**config.mk**
```make
export PLATFORM = sky130hd
export DESIGN_NAME = trace_monitor
export DESIGN_NICKNAME = d
export VERILOG_FILES = /design/src/rtl/trace_monitor.sv
export SDC_FILE = /design/constraint.sdc
export NUM_CORES = 2
export LEC_CHECK = 0
export BUFFER_PORTS_ARGS = -buffer_cell sky130_fd_sc_hd__buf_4
export CORE_MARGIN = 4
export CORE_UTILIZATION = 40
export CTS_CLUSTER_SIZE = 14
export DETAILED_ROUTE_END_ITERATION = 6
export PLACE_DENSITY = 0.56
export SYNTH_ARGS = -nofsm -noshare
export SYNTH_HDL_FRONTEND = slang
export SYNTH_SLANG_ARGS = --single-unit
```
**constraint.sdc**
```tcl
create_clock -name clk_i -period 8.85 [get_ports clk_i]
set_input_delay 0.885 -clock clk_i [delete_from_list [all_inputs] [get_ports clk_i]]
set_output_delay 0.885 -clock clk_i [all_outputs]
set_load 0.02 [all_outputs]
```
**src/rtl/trace_monitor.sv**
```systemverilog
// trace_monitor: cycle-windowed capture of register writebacks and data-memory
// writes from the CPU into a dual-push FIFO drained over a valid/ready stream.
module trace_monitor #(
    parameter int XLEN       = 32,
    parameter int DEPTH      = 16,
    parameter int MAX_CYCLES = 64,
    parameter int CNT_W      = 16
) (
    input  logic                     clk_i,
    input  logic                     rst_i,
    input  logic                     start_i,
    input  logic [XLEN-1:0]          pc_i,
    input  logic                     wb_en_i,
    input  logic [4:0]               wb_addr_i,
    input  logic [XLEN-1:0]          wb_data_i,
    input  logic                     mem_wr_en_i,
    input  logic [XLEN-1:0]          mem_addr_i,
    input  logic [XLEN-1:0]          mem_data_i,
    output logic                     out_valid_o,
    input  logic                     out_ready_i,
    output logic [1:0]               out_kind_o,
    output logic [CNT_W-1:0]         out_cycle_o,
    output logic [XLEN-1:0]          out_pc_o,
    output logic [XLEN-1:0]          out_addr_o,
    output logic [XLEN-1:0]          out_data_o,
    output logic [$clog2(DEPTH):0]   count_o,
    output logic                     halt_o,
    output logic                     overflow_o,
    output logic [CNT_W-1:0]         drop_cnt_o
);

    localparam int AW = $clog2(DEPTH);
    localparam int CW = AW + 1;
    localparam int EW = 2 + CNT_W + 3 * XLEN;
    localparam logic [CNT_W-1:0] LAST_CYC = CNT_W'(MAX_CYCLES - 1);

    typedef enum logic [1:0] {S_IDLE, S_RUN, S_HALT} state_t;

    state_t            state_reg, state_next;
    logic [CNT_W-1:0]  cyc_reg;
    logic [AW-1:0]     wr_ptr_reg, rd_ptr_reg;
    logic [CW-1:0]     count_reg;
    logic [CNT_W-1:0]  drop_cnt_reg;
    logic              overflow_reg;
    logic [EW-1:0]     fifo_mem [DEPTH];

    logic              run;
    logic              reg_ev, mem_ev;
    logic              push_reg, push_mem, pop;
    logic [CW-1:0]     free_slots;
    logic [1:0]        n_push, n_drop;
    logic [AW-1:0]     mem_slot;
    logic [EW-1:0]     reg_entry, mem_entry, head_entry;
    logic [CNT_W:0]    drop_sum;

    // State register for the IDLE/RUN/HALT run controller
    always_ff @(posedge clk_i) begin
        if (rst_i) state_reg <= S_IDLE;
        else       state_reg <= state_next;
    end

    // Next-state: arm on start, stop after the last window cycle, HALT is terminal
    always_comb begin
        state_next = state_reg;
        case (state_reg)
            S_IDLE:  if (start_i) state_next = S_RUN;
            S_RUN:   if (cyc_reg == LAST_CYC) state_next = S_HALT;
            S_HALT:  state_next = S_HALT;
            default: state_next = S_IDLE;
        endcase
    end

    // Run-cycle index: cleared on arming, advances through the window
    always_ff @(posedge clk_i) begin
        if (rst_i)                                 cyc_reg <= '0;
        else if (state_reg == S_IDLE && start_i)   cyc_reg <= '0;
        else if (state_reg == S_RUN && cyc_reg != LAST_CYC) cyc_reg <= cyc_reg + 1'b1;
    end

    assign run    = (state_reg == S_RUN);
    assign reg_ev = run && wb_en_i && (wb_addr_i != 5'd0);
    assign mem_ev = run && mem_wr_en_i;

    // Space is judged against start-of-cycle occupancy; a same-cycle pop never helps
    assign free_slots = CW'(DEPTH) - count_reg;
    assign push_reg   = reg_ev && (free_slots != '0);
    assign push_mem   = mem_ev && (reg_ev ? (free_slots >= CW'(2)) : (free_slots != '0));
    assign n_push     = {1'b0, push_reg} + {1'b0, push_mem};
    assign n_drop     = {1'b0, reg_ev && !push_reg} + {1'b0, mem_ev && !push_mem};
    assign pop        = (count_reg != '0) && out_ready_i;

    // Register event always takes the lower slot so it drains first
    assign mem_slot  = wr_ptr_reg + AW'(push_reg);
    assign reg_entry = {2'b01, cyc_reg, pc_i, {{(XLEN-5){1'b0}}, wb_addr_i}, wb_data_i};
    assign mem_entry = {2'b10, cyc_reg, pc_i, mem_addr_i, mem_data_i};

    // Entry storage: up to two writes per cycle to distinct slots
    always_ff @(posedge clk_i) begin
        if (push_reg) fifo_mem[wr_ptr_reg] <= reg_entry;
        if (push_mem) fifo_mem[mem_slot]   <= mem_entry;
    end

    // FIFO pointers and occupancy
    always_ff @(posedge clk_i) begin
        if (rst_i) begin
            wr_ptr_reg <= '0;
            rd_ptr_reg <= '0;
            count_reg  <= '0;
        end else begin
            wr_ptr_reg <= wr_ptr_reg + AW'(n_push);
            if (pop) rd_ptr_reg <= rd_ptr_reg + 1'b1;
            count_reg  <= count_reg + CW'(n_push) - CW'(pop);
        end
    end

    assign drop_sum = {1'b0, drop_cnt_reg} + (CNT_W+1)'(n_drop);

    // Saturating drop counter and sticky overflow flag
    always_ff @(posedge clk_i) begin
        if (rst_i) begin
            drop_cnt_reg <= '0;
            overflow_reg <= 1'b0;
        end else begin
            drop_cnt_reg <= drop_sum[CNT_W] ? {CNT_W{1'b1}} : drop_sum[CNT_W-1:0];
            if (n_drop != 2'd0) overflow_reg <= 1'b1;
        end
    end

    // Payload is forced to zero while empty so stale slots never leak out
    assign head_entry  = (count_reg != '0) ? fifo_mem[rd_ptr_reg] : '0;
    assign out_valid_o = (count_reg != '0);
    assign out_kind_o  = head_entry[EW-1 -: 2];
    assign out_cycle_o = head_entry[EW-3 -: CNT_W];
    assign out_pc_o    = head_entry[3*XLEN-1 -: XLEN];
    assign out_addr_o  = head_entry[2*XLEN-1 -: XLEN];
    assign out_data_o  = head_entry[XLEN-1:0];
    assign count_o     = count_reg;
    assign halt_o      = (state_reg == S_HALT);
    assign overflow_o  = overflow_reg;
    assign drop_cnt_o  = drop_cnt_reg;

endmodule

```
==> Word-level counts from Yosys, hierarchy flattened <==
Memories as Yosys holds them, arrays and structs flattened. A register that Yosys moved wholly into a read port is not among the register bits.
Index checks and enable logic that the tools add are counted.
{ "op_classes": {"eq_ne": 6, "n_mux": 12, "div": 0, "n_reduce_logical": 19, "bitwise": 0, "n_shift": 0, "magnitude_cmp": 1, "addsub": 10, "mul": 0} }
{ "ops": {"columns": ["operator", "n"], "rows": [
  ["$mux 114", 1],
  ["$add 16x2->17", 1],
  ["$add 16x1->16 const B", 1],
  ["$eq 16x6->1 const B", 1],
  ["$mux 16", 1],
  ["$ne 16x6->1 const B", 1],
  ["$reduce_bool 5->1", 3],
  ["$logic_and 1x1->1", 10],
  ["$mux 4", 2],
  ["$pmux 2 s3", 1],
  ["$add 5x2->5", 1],
  ["$ge 5x2->1 const B", 1],
  ["$mux 1", 5],
  ["$sub 5x1->5", 1],
  ["$sub 5x5->5 const A", 1],
  ["$add 1x1->2", 2],
  ["$add 4x1->4", 1],
  ["$add 4x1->4 const B", 1],
  ["$add 4x2->4", 1],
  ["$mux 2", 2],
  ["$eq 2x1->1 const B", 1],
  ["$eq 2x2->1 const B", 1],
  ["$logic_not 1->1", 2],
  ["$logic_not 2->1", 1],
  ["other kinds (5)", 5]
]} }
{ "word_totals": {"output_inout_bits": 138, "n_memories": 1, "in_bits": 139, "reg_bits": 48, "ramBits": 1824, "latchBits": 0, "elab_cells": 56, "romBits": 0} }
{ "mem_list": {"columns": ["name", "depth", "width", "rd", "rd_ports_with_merged_regs", "wr", "line", "rtl"], "rows": [
  ["fifo_mem", 16, 114, 1, 1, 2, "45", "logic [EW-1:0] fifo_mem [DEPTH];"]
]} }

==> Depth between registers and ports, before layout <==
{ "depth": {"ltp_word": 10, "ltp_mapped": 21, "ltp_nobuf": 19} }

==> Least setup slack after synthesis <==
Ideal clock, no wire load.
{ "synth_path": {"kind": "register to register", "from": "reg count_reg[0], in the netlist count_o[0]", "to": "mem fifo_mem[8][0] in the netlist's numbering, enable pin", "path_stages_with_launch": 18, "arrival_time_ns": 5.911, "required_ns": 8.376, "synth_period_minus_slack_ns": 6.385, "setup_slack_ns": 2.465, "n_path_buf": 5, "setup_time_ns": 0.474, "cell_sequence": "dfxtp_1 > inv_1 > ha_1 > and2_1 > ha_1 > o2111ai_2 > clkbuf_1 > and2_1 > ha_1 > ha_1 > clkbuf_1 > nand2b_1 > buf_1 > nor3_1 > o21ai_4 > buf_4 > buf_2 > nand2_1"} }
{ "synth_lines": {"columns": ["item", "line", "rtl"], "rows": [
  ["from (decl)", "42", "logic [CW-1:0] count_reg;"],
  ["from (signal assigned)", "112", "count_reg <= count_reg + CW'(n_push) - CW'(pop);"],
  ["to (decl)", "45", null]
]} }

==> summary.txt <==
Outcome
  • Status: finished, final reports clean

Synthesis
  • Number of library cell types mapped by synthesis: 54
  • Yosys top cell area share: 58.56%
  • Post-Synthesis Cells: 6,204
  • Post-synthesis register bit count: 1,876
  • Post-synth net total: 6,371
  • Number of enable flip-flop cells after synthesis: 1,792
  • Register area share after synthesis: 60.39%
  • YS warnings: 0
  • Ys async rst share: 0%
  • Dominant cells by area after synthesis: edfxtp_1 59%, mux4_2 14%, mux2_2 7.0%
  • Ys flop type: edfxtp_1
  • Synthesized area: 0.09190 mm²
  • Mean Syn Cell Area: 14.81 µm²
  • Yosys top cell by area: edfxtp_1

Global route
  • First-pass GRT wire length: 432,800 µm
  • Vias in the first global route: 58,140
  • GRT overflow: 0
  • GRT Total Usage: 25.14%
  • Largest net degree at the start of global routing: 133
  • Initial antenna violation count: 30

Floorplan
  • Core Region: 0.2279 mm²
  • DIE AREA: 0.2375 mm²
  • Row cnt: 175
  • Top Ports: 277
  • Die width: 487.3 µm
  • Starting Density: 40.32%
  • Die Y: 487.3 µm

Route
  • Vias per cell: 6.115
  • DR vias: 57,100
  • Drt pass-1 iters: 6
  • DRT iter0 DRCs: 6,281
  • Final wirelength: 302,000 µm
  • Drt wl/cell: 32.34 µm
  • Residual DRC: 0
  • Post-route ant nets: 0

Power and ir drop
  • Max VDD drop: 0.2086 mV
  • P_leak: 0.03333 µW
  • Pwr Density: 239.0 mW/mm²

Critical path
  • R2R Setup Slk: 2.76 ns
  • Critical path's top delay family: buffers and inverters
  • R2R cell count: 14
  • Setup CP Type: reg -> reg
  • Crit. End Element: register
  • CP max FO: 66
  • Max incr delay on CP: 0.78 ns
  • Critical-path cell list: inv_1, ha_1, and2_1, ha_1, o2111ai_4, and2_1, ha_2, buf_4, nand2b_1, nor3_1, o21ai_4, buf_4, nand2_4, buf_12
  • Startpoint class of the critical path: register
  • CP Data Arrival Time: 6.59 ns
  • Critical path buffer and inverter count: 4
  • CP Data Required Time: 9.35 ns
  • Reg2reg end: fifo_mem[6][77]$_DFFE_PP_
  • R2r startpoint: count_o[0]$_SDFF_PP0_
  • CP max stage cell: nand2_4

Clock network
  • Cts hold-fix bufs: 0
  • Post-CTS sizing: 0
  • CTS Buffer Depth: 3
  • CTS Sinks: 1,876
  • Clk slew on worst S/H paths: 0.06 ns
  • CTS tree: built
  • Cts bufs inserted: 201
  • Post-CTS Setup Inserts: 0
  • Root buf cell: clkbuf_16
  • Worst-skew pair later-pin latency: 0.86 ns
  • CTS H-tree lvls: 4

STA
  • Post-route clock skew: 0.04934 ns
  • Slew Viols, Final: 0
  • Share of the clock period used by the worst path: 68.86%
  • Worst Max-Slew Pin Slew: 1.228 ns
  • RSZ-0062 raised after global routing: false
  • Final hold viol count: 0
  • Crit path time final: 6.094 ns
  • Peak Freq: 164.1 MHz
  • Final setup viols: 0
  • Setup TNS: 0 ns
  • Relative slew slack: 18.11%

Place
  • Gpl congestion: 0.7598
  • Final HPWL DP: 153,600 µm
  • PortBufs: 276

Min path
  • Worst hold path stage count: 2
  • Hold path start: fifo_mem[9][113]$_SDFFE_PP1P_
  • Hold Path Sink: fifo_mem[9][113]$_SDFFE_PP1P_
  • Path type of the worst min-delay path: reg -> reg

Cells and area
  • Most frequent cells in the layout: 1,792 x edfxtp_1, 989 x nor2_1, 675 x a21boi_0, 574 x mux2_2, 570 x mux4_2
  • Max reg flops: 1,824
  • Most common cell after layout, fill and taps aside: edfxtp_1
  • Ratio of cells with drive above 1 in the final layout: 29.65%
  • Synth-to-Final Area Change: 11.76%
  • Nets: 6,311
  • Final Core Density: 45.06%

Job
  • Max-Cap Viols: 0
cell families after synthesis:
| family | Yosys count | synth area share, % |
|---|---|---|
| flip-flops | 1876 | 60.39 |
| AND/OR/NAND/NOR | 1553 | 7.227 |
| multiplexers | 1168 | 21.29 |
| AO/OA/AOI/OAI | 853 | 7.023 |
| buffers and inverters | 692 | 3.338 |
| XOR/XNOR | 34 | 0.3322 |
| adder cells (fa/ha/maj) | 28 | 0.4057 |
metal layers:
metal / up-vias / global-route usage [%] / wire (µm)
met1: 30340 / 34.18 / 122100
met4: 10 / 8.961 / 10220
met3: 475 / 4.005 / 24200
li1: 23530 / - / -
met5: - / 0 / 64
met2: 2747 / 41.03 / 145400
synth_stat cells (6+ instances only):
master / instances
clkbuf_1: 432
a21oi_1: 56
edfxtp_1: 1792
and3_1: 10
o2111ai_2: 10
a21boi_1: 78
or3_1: 6
nand3_1: 14
mux2_1: 18
nand2b_1: 35
buf_6: 29
and2_1: 120
dfxtp_1: 84
nor3_1: 20
nor4_1: 71
buf_4: 27
nor2_1: 990
buf_2: 121
nand2_1: 240
mux2_2: 574
buf_1: 41
o21ai_0: 6
xor2_1: 16
mux2i_1: 6
o21ai_4: 10
a21boi_0: 675
nand4_1: 25
nor2b_1: 9
inv_1: 40
ha_1: 25
xnor2_1: 17
mux4_2: 570
tightest hold or removal path: stages (launching register included):
cell	delay, ns
dfxtp_1	0.31
nand2_1	0.05
nand2_1	0.04
where the power goes:
group          switching, µW  internal, µW  leakage [µW]  total (µW)
registers                171          9990        0.0176       10200
logic                   3650          2530        0.0126        6180
clock network           3600          4600       0.00307        8200
total                   7430         17100        0.0333       24500
through the flow:
step / setup WS [ns] / hold WS (ns) / instances / total power, µW / cell area (µm²)
3_5_place_dp: 2.754 / 0.4331 / 8950 / 16640 / 96380
3_3_place_gp: 2.793 / 0.4268 / 8950 / 16610 / 96380
2_1_floorplan: 2.465 / 0.4173 / 6204 / 14300 / 91900
5_1_grt: 2.519 / 0.4385 / 9329 / 25420 / 102700
6_report: 2.756 / 0.4411 / 9338 / 24550 / 102700
4_1_cts: 2.795 / 0.3933 / 9319 / 24790 / 102700
worst max-delay path by stage:
stage	startpoint	end	slack, ns	cells past startpoint
floorplan	count_o[0]$_SDFF_PP0_	fifo_mem[8][0]$_DFFE_PP_	2.46	17
global placement	wb_addr_i[0]	fifo_mem[6][80]$_DFFE_PP_	2.79	9
detailed placement	wb_addr_i[0]	fifo_mem[6][80]$_DFFE_PP_	2.75	9
CTS	count_o[0]$_SDFF_PP0_	fifo_mem[6][77]$_DFFE_PP_	2.79	14
global route	count_o[1]$_SDFF_PP0_	fifo_mem[6][46]$_DFFE_PP_	2.52	14
finish	count_o[0]$_SDFF_PP0_	fifo_mem[6][77]$_DFFE_PP_	2.76	14
final cells by class:
| class | instances | area (µm²) |
|---|---|---|
| Tap cell | 3009 | 3765 |
| Fill cell | 20110 | 125200 |
| Timing Repair Buffer | 387 | 3206 |
| Multi-Input combinational cell | 3636 | 33730 |
| Clock inverter | 97 | 803.3 |
| Clock buffer | 272 | 5482 |
| Sequential cell | 1876 | 55510 |
| Inverter | 42 | 162.7 |
| Antenna cell | 19 | 47.55 |
(Power assumes the default switching activity.)
